===== src/rtl/mask_poly_writer_if.sv =====
// Sample stream (sampler -> writer) and y-polynomial RAM write port (writer -> RAM).
// The slave modport is the writer's view; the master modport is the view of the
// sampler/RAM environment around it.
interface mask_poly_writer_if #(
  parameter int unsigned SAMPLER_W = 4,
  parameter int unsigned SAMPLE_W  = 23,
  parameter int unsigned ADDR_W    = 9
);
  logic [SAMPLER_W*SAMPLE_W-1:0] samples_i;
  logic                          valid_i;
  logic                          ready_o;
  logic                          mem_ready;
  logic                          mem_we;
  logic [ADDR_W-1:0]             mem_addr;
  logic [SAMPLER_W*SAMPLE_W-1:0] mem_wdata;

  modport slave (
    input  samples_i, valid_i, mem_ready,
    output ready_o, mem_we, mem_addr, mem_wdata
  );

  modport master (
    output samples_i, valid_i, mem_ready,
    input  ready_o, mem_we, mem_addr, mem_wdata
  );
endinterface


===== src/rtl/mask_poly_writer.sv =====
// Mask polynomial writer: turns raw ExpandMask samples r into y = gamma1 - r mod q and
// writes them, SAMPLER_W coefficients per word, into the y polynomial RAM.
// Two-stage pipeline; mem_ready low freezes everything.
// Optional macro MASK_WR_RANGE_CHK_EN enables the sticky r >= 2*gamma1 range check.
module mask_poly_writer #(
  parameter int unsigned SAMPLER_W = 4,
  parameter int unsigned SAMPLE_W  = 23,
  parameter int unsigned ADDR_W    = 9
) (
  input  logic                clk,
  input  logic                rst,
  input  logic                start,
  input  logic [2:0]          sec_lvl,
  mask_poly_writer_if.slave   bus,
  output logic                poly_done,
  output logic                set_done,
  output logic                busy,
  output logic                range_err
);

  localparam int unsigned BEATS = 256 / SAMPLER_W;
  localparam int unsigned DW    = SAMPLE_W + 1;
  localparam logic [DW-1:0] Q   = DW'(8380417);
  localparam logic [7:0] BEAT_LAST = 8'(BEATS - 1);

  localparam logic [1:0] StIdle  = 2'd0;
  localparam logic [1:0] StRun   = 2'd1;
  localparam logic [1:0] StDrain = 2'd2;

  logic [1:0]    state_q, state_d;
  logic [2:0]    num_poly_q, lvl_polys;
  logic          g19_q, lvl_g19;
  logic [7:0]    beat_q;
  logic [2:0]    poly_q;
  logic [DW-1:0] gamma1;
  logic          accept, last_beat, last_poly;

  logic [DW-1:0] d_comb [SAMPLER_W];
  logic [DW-1:0] corr_full [SAMPLER_W];
  logic [SAMPLER_W*SAMPLE_W-1:0] corr;

  logic          s1_valid_q, s1_pd_q, s1_sd_q;
  logic [DW-1:0] s1_d_q [SAMPLER_W];
  logic [ADDR_W-1:0] s1_addr_q;

  logic          s2_valid_q, s2_pd_q, s2_sd_q;
  logic [ADDR_W-1:0] s2_addr_q;
  logic [SAMPLER_W*SAMPLE_W-1:0] s2_data_q;

  assign gamma1      = g19_q ? DW'(32'd1 << 19) : DW'(32'd1 << 17);
  assign bus.ready_o = (state_q == StRun) && bus.mem_ready;
  assign accept      = bus.valid_i && bus.ready_o;
  assign last_beat   = (beat_q == BEAT_LAST);
  assign last_poly   = (poly_q == num_poly_q - 3'd1);

  // Security level decode, only latched on an accepted start.
  always_comb begin
    lvl_polys = 3'd7;
    lvl_g19   = 1'b1;
    if (sec_lvl == 3'd2) begin
      lvl_polys = 3'd4;
      lvl_g19   = 1'b0;
    end else if (sec_lvl == 3'd3) begin
      lvl_polys = 3'd5;
    end
  end

  // Next-state logic; DRAIN ends once the final write is taken by the RAM.
  always_comb begin
    state_d = state_q;
    case (state_q)
      StIdle:  if (start) state_d = StRun;
      StRun:   if (accept && last_beat && last_poly) state_d = StDrain;
      StDrain: if (bus.mem_we && bus.mem_ready && s2_sd_q) state_d = StIdle;
      default: state_d = StIdle;
    endcase
  end

  // State, latched configuration and beat/poly counters.
  always_ff @(posedge clk) begin
    if (rst) begin
      state_q    <= StIdle;
      num_poly_q <= 3'd4;
      g19_q      <= 1'b0;
      beat_q     <= '0;
      poly_q     <= '0;
    end else begin
      state_q <= state_d;
      if (state_q == StIdle && start) begin
        num_poly_q <= lvl_polys;
        g19_q      <= lvl_g19;
        beat_q     <= '0;
        poly_q     <= '0;
      end else if (accept) begin
        if (last_beat) begin
          beat_q <= '0;
          poly_q <= poly_q + 3'd1;
        end else begin
          beat_q <= beat_q + 8'd1;
        end
      end
    end
  end

  // Stage-1 arithmetic: d = gamma1 - r as a signed DW-bit value.
  always_comb begin
    for (int i = 0; i < SAMPLER_W; i++) begin
      d_comb[i] = gamma1 - {1'b0, bus.samples_i[i*SAMPLE_W +: SAMPLE_W]};
    end
  end

  // Stage 1: register the accepted beat, its address and boundary flags.
  always_ff @(posedge clk) begin
    if (rst) begin
      s1_valid_q <= 1'b0;
      s1_pd_q    <= 1'b0;
      s1_sd_q    <= 1'b0;
      s1_addr_q  <= '0;
      for (int i = 0; i < SAMPLER_W; i++) s1_d_q[i] <= '0;
    end else if (bus.mem_ready) begin
      s1_valid_q <= accept;
      if (accept) begin
        s1_addr_q <= ADDR_W'(poly_q) * ADDR_W'(BEATS) + ADDR_W'(beat_q);
        s1_pd_q   <= last_beat;
        s1_sd_q   <= last_beat && last_poly;
        for (int i = 0; i < SAMPLER_W; i++) s1_d_q[i] <= d_comb[i];
      end
    end
  end

  // Stage-2 arithmetic: fold negative d back into [0, q).
  always_comb begin
    for (int i = 0; i < SAMPLER_W; i++) begin
      corr_full[i] = s1_d_q[i][DW-1] ? (s1_d_q[i] + Q) : s1_d_q[i];
      corr[i*SAMPLE_W +: SAMPLE_W] = corr_full[i][SAMPLE_W-1:0];
    end
  end

  // Stage 2: write register; held while the RAM stalls.
  always_ff @(posedge clk) begin
    if (rst) begin
      s2_valid_q <= 1'b0;
      s2_pd_q    <= 1'b0;
      s2_sd_q    <= 1'b0;
      s2_addr_q  <= '0;
      s2_data_q  <= '0;
    end else if (bus.mem_ready) begin
      s2_valid_q <= s1_valid_q;
      s2_pd_q    <= s1_valid_q && s1_pd_q;
      s2_sd_q    <= s1_valid_q && s1_sd_q;
      if (s1_valid_q) begin
        s2_addr_q <= s1_addr_q;
        s2_data_q <= corr;
      end
    end
  end

  assign bus.mem_we    = s2_valid_q;
  assign bus.mem_addr  = s2_addr_q;
  assign bus.mem_wdata = s2_data_q;
  assign poly_done     = s2_pd_q;
  assign set_done      = s2_sd_q;
  assign busy          = (state_q != StIdle);

`ifdef MASK_WR_RANGE_CHK_EN
  logic lane_oor;
  logic range_q;

  // Any lane of the incoming beat outside [0, 2*gamma1).
  always_comb begin
    lane_oor = 1'b0;
    for (int i = 0; i < SAMPLER_W; i++) begin
      if ({1'b0, bus.samples_i[i*SAMPLE_W +: SAMPLE_W]} >= (gamma1 << 1)) lane_oor = 1'b1;
    end
  end

  // Sticky flag, cleared only by an accepted start.
  always_ff @(posedge clk) begin
    if (rst) begin
      range_q <= 1'b0;
    end else if (state_q == StIdle && start) begin
      range_q <= 1'b0;
    end else if (accept && lane_oor) begin
      range_q <= 1'b1;
    end
  end

  assign range_err = range_q;
`else
  assign range_err = 1'b0;
`endif

endmodule


===== src/flat_wrapper.sv =====
// flat-port wrapper written by rule: the top's interface ports become plain ports
module mask_poly_writer_flat 
#(
  parameter int unsigned SAMPLER_W = 4,
  parameter int unsigned SAMPLE_W  = 23,
  parameter int unsigned ADDR_W    = 9
)
  (clk, rst, start, sec_lvl, poly_done, set_done, busy, range_err, bus_samples_i, bus_valid_i, bus_mem_ready, bus_ready_o, bus_mem_we, bus_mem_addr, bus_mem_wdata);
  mask_poly_writer_if #(.SAMPLER_W(SAMPLER_W), .SAMPLE_W(SAMPLE_W), .ADDR_W(ADDR_W)) bus_i ();
  input  logic clk;
  input  logic rst;
  input  logic start;
  input  logic [2:0] sec_lvl;
  output logic poly_done;
  output logic set_done;
  output logic busy;
  output logic range_err;
  input wire logic [$bits(bus_i.samples_i)-1:0] bus_samples_i;
  input wire logic [$bits(bus_i.valid_i)-1:0] bus_valid_i;
  input wire logic [$bits(bus_i.mem_ready)-1:0] bus_mem_ready;
  output wire logic [$bits(bus_i.ready_o)-1:0] bus_ready_o;
  output wire logic [$bits(bus_i.mem_we)-1:0] bus_mem_we;
  output wire logic [$bits(bus_i.mem_addr)-1:0] bus_mem_addr;
  output wire logic [$bits(bus_i.mem_wdata)-1:0] bus_mem_wdata;
  assign bus_i.samples_i = bus_samples_i;
  assign bus_i.valid_i = bus_valid_i;
  assign bus_i.mem_ready = bus_mem_ready;
  assign bus_ready_o = bus_i.ready_o;
  assign bus_mem_we = bus_i.mem_we;
  assign bus_mem_addr = bus_i.mem_addr;
  assign bus_mem_wdata = bus_i.mem_wdata;
  mask_poly_writer #(.SAMPLER_W(SAMPLER_W), .SAMPLE_W(SAMPLE_W), .ADDR_W(ADDR_W)) u_core (.clk(clk), .rst(rst), .start(start), .sec_lvl(sec_lvl), .bus(bus_i), .poly_done(poly_done), .set_done(set_done), .busy(busy), .range_err(range_err));
endmodule

===== config.mk =====
export PLATFORM = sky130hd
export DESIGN_NAME = mask_poly_writer_flat
export DESIGN_NICKNAME = d
export VERILOG_FILES = /design/src/rtl/mask_poly_writer_if.sv /design/src/rtl/mask_poly_writer.sv /design/src/flat_wrapper.sv
export SDC_FILE = /design/constraint.sdc
export NUM_CORES = 1
export LEC_CHECK = 0
export ABC_AREA = 1
export CORE_MARGIN = 1
export CORE_UTILIZATION = 59
export CTS_CLUSTER_DIAMETER = 150
export CTS_CLUSTER_SIZE = 10
export DETAILED_ROUTE_END_ITERATION = 8
export GPL_TIMING_DRIVEN = 1
export HOLD_SLACK_MARGIN = 0.15
export PLACE_DENSITY = 0.92
export SYNTH_ARGS = -nofsm -noshare
export SYNTH_HDL_FRONTEND = slang
export SYNTH_SLANG_ARGS = --single-unit

===== constraint.sdc =====
create_clock -name clk -period 11 [get_ports clk]
set_input_delay 3.3 -clock clk [delete_from_list [all_inputs] [get_ports clk]]
set_output_delay 3.3 -clock clk [all_outputs]
set_load 0.03 [all_outputs]

==> run metrics <==
EDFF count, synth=96; largest net degree at the start of global routing=120; share of layout cells above drive strength 1=5.95%; Startpoint Class=primary input; Worst Tran Pin Value=1.08 ns; first-pass GRT wire length=60700 um; Reg clk slew, reported paths=0.05 ns; via-per-instance ratio=5.66; Post-DRT Antenna Nets=0; Ys Warns=0; Overflow after GRT=0; routability congestion estimate=0.937; Final Hold Viols=0; Hold WS=0.471 ns; CTS tree=yes; Critical Path RT=7.70 ns; total global-route track usage=32.4%; Yosys reg bits=227; CP arrival=4.81 ns; final setup skew=0.0266 ns; postcts setup bufs=0; Worst Setup Path Type=in2out; Max Cap Viol=0; type of the most critical hold path=reg2reg; DRT iter0 DRCs=1251; Area Growth Syn to Fin=21.8%; crit share post-route=73.7%; CTS Hold Bufs=0; Fin Setup TNS=0 ns; final core occ=73.9%; status=finished, violations left; Buffers on Ports=205; 1st-pass router iterations=8; vias in the first global route=12.3k; # rows=54; cts bufs inserted=26; syn avg cell area=7.21 sq um; clk root buf=clkbuf_16; Core Footprint=22000 sq um; RSZ-0062 raised after global routing=no; Post-Route WL=37900 um; Yosys cell types=49; Final Net Count=2157; CP max FO=5; slew margin rel.=28.1%; CTS sink cnt=227; max-slew violation count=0; Synth async-reset ratio=0%; register area share after synthesis=41.3%; Diodes inserted=0; die height=152 um; post-route DRC violation count=15; clk_lat worst skew=0.54 ns; Fmax achieved=123 MHz; H-tree level count=1; Die X-Extent=152 um; I/O Pins=207; detailed placement HPWL=27600 um; # setup viols final=0; min cycle time layout=8.11 ns; Resize count post-CTS=0; Longest Clk Path Bufs=3; DIE AREA=23200 sq um; effective utilization at floorplan=60.7%; CP Capture Type=output port; syn nets=1969; synthesized cell area=13300 sq um; Via Count=13.2k; peak supply drop=0.0000972 V; Mapped Cells=1848; Power Density=122 nW/um^2; antenna violations before repair=0; P_leak=6.66 nW; ys flop type=dfxtp_1; failing checks=design-rule violations; Wirelength per Cell=16.3 um
## worst max-delay path: stages
cell and delay (ns):
clkdlybuf4s50_1 0.53, inv_1 0.11, nor3_1 0.17, clkdlybuf4s50_1 0.69
## path summary, 6_finish.rpt
check | cells past startpoint | slack, ns | to | start
setup / recovery | 4 | 2.89 | bus_ready_o | bus_mem_ready
hold / removal | 2 | 0.47 | u_core.bus.mem_addr[0]$_SDFFE_PP0P_ | u_core.s1_addr_q[0]$_SDFFE_PP0P_
setup reg to reg | 8 | 8.12 | u_core.s1_d_q[3][22]$_SDFFCE_PN0P_ | u_core.num_poly_q[0]$_SDFFE_PP0P_
hold reg to reg | 2 | 0.47 | u_core.bus.mem_addr[0]$_SDFFE_PP0P_ | u_core.s1_addr_q[0]$_SDFFE_PP0P_
## cell families after synthesis
family	share of synthesized area [%]
XOR/XNOR	3.48
other	0.0281
flip-flops	41.3
AO/OA/AOI/OAI	12.2
buffers and inverters	9.43
AND/OR/NAND/NOR	31.6
adder cells (fa/ha/maj)	2.03
## cell usage after synthesis (2+ instances only)
cell / n / area [sq um]
a21o_1: 4 / 30.0
a21oi_1: 148 / 741
a31oi_1: 2 / 12.5
and3_1: 3 / 18.8
buf_2: 22 / 110
buf_4: 7 / 52.6
buf_6: 5 / 56.3
clkbuf_1: 14 / 52.6
clkbuf_2: 4 / 20.0
dfxtp_1: 131 / 2620
edfxtp_1: 96 / 2880
ha_1: 20 / 250
inv_1: 246 / 923
inv_2: 9 / 33.8
nand2_1: 348 / 1310
nand2_2: 9 / 56.3
nand3_1: 155 / 776
nand3_2: 9 / 90.1
nand3b_1: 10 / 75.1
nand4_1: 35 / 219
nand4_2: 2 / 25.0
nor2_1: 270 / 1010
nor2_2: 23 / 144
nor2_4: 12 / 135
nor3_1: 31 / 155
nor3_2: 5 / 50.1
nor3_4: 2 / 32.5
nor3b_1: 4 / 30.0
o211ai_1: 6 / 45.0
o21a_1: 3 / 22.5
o21ai_0: 117 / 586
o21ai_1: 15 / 75.1
o21ai_2: 2 / 17.5
o21bai_1: 6 / 45.0
o22ai_1: 3 / 18.8
or2_2: 6 / 37.5
xnor2_1: 16 / 140
xor2_1: 37 / 324
## state kept, by name, indices dropped and copies added (netlist names)
name and count:
u_core.s1_d_q 96, u_core.bus.mem_wdata 92, u_core.bus.mem_addr 9, u_core.s1_addr_q 9, u_core.beat_q 8, u_core.poly_q 3, u_core.num_poly_q 2, u_core.state_q 2
u_core.bus.mem_we 1, u_core.poly_done 1, u_core.s1_pd_q 1, u_core.s1_sd_q 1, u_core.s1_valid_q 1, u_core.set_done 1
## through the flow
step	setup slack (ns)	std cells	cell area (sq um)	power (W)
after floorplan	3.65	1848	13300	0.00111
final	2.89	2330	16200	0.00198
after global placement	2.92	2288	15500	0.00121
after global routing	2.85	2330	16200	0.00204
after CTS	2.90	2330	16200	0.00198
after detailed placement	2.90	2288	15500	0.00122
## cell usage in the layout, fill, tap and decap left out, types with 9 or more instances in the layout
cell             count
nand4_1             35
clkbuf_1            14
nor2_2              23
nand3b_1            10
nor3_1              31
dfxtp_1            131
xor2_1              37
o21ai_1             15
clkbuf_16           26
xnor2_1             16
edfxtp_1            96
nand3_1            155
inv_1              246
nand2_2              9
ha_1                20
nor2_1             270
o21ai_0            117
clkdlybuf4s50_1    205
nand3_2              9
nand2_1            347
nor2_4              12
a21oi_1            148
## cell type report
cell class | count | area (sq um)
multi-input cells | 1312 | 6570
fillers | 1718 | 5730
flip-flops and latches | 227 | 5510
repair buffers | 213 | 2110
inverters | 256 | 965
clock buffers | 40 | 703
well taps | 280 | 350
clock inverters | 2 | 21.3
## power breakdown
part | leakage [nW] | total, W | switching (W) | internal (W)
Clock | 0.348 | 0.000764 | 0.000329 | 0.000435
Sequential | 2.06 | 0.000950 | 0.0000380 | 0.000912
Combinational | 4.25 | 0.000262 | 0.000161 | 0.000101
Total | 6.66 | 0.00198 | 0.000527 | 0.00145
## routing by layer
metal	GRT usage, %	vias up	share of wire (%)
met2	55.8	605	48
met5	0	-	0
met1	42.1	6080	41
met3	2.93	88	8.1
li1	-	6413	-
met4	12.8	0	3.1
(Power assumes the default switching activity.)
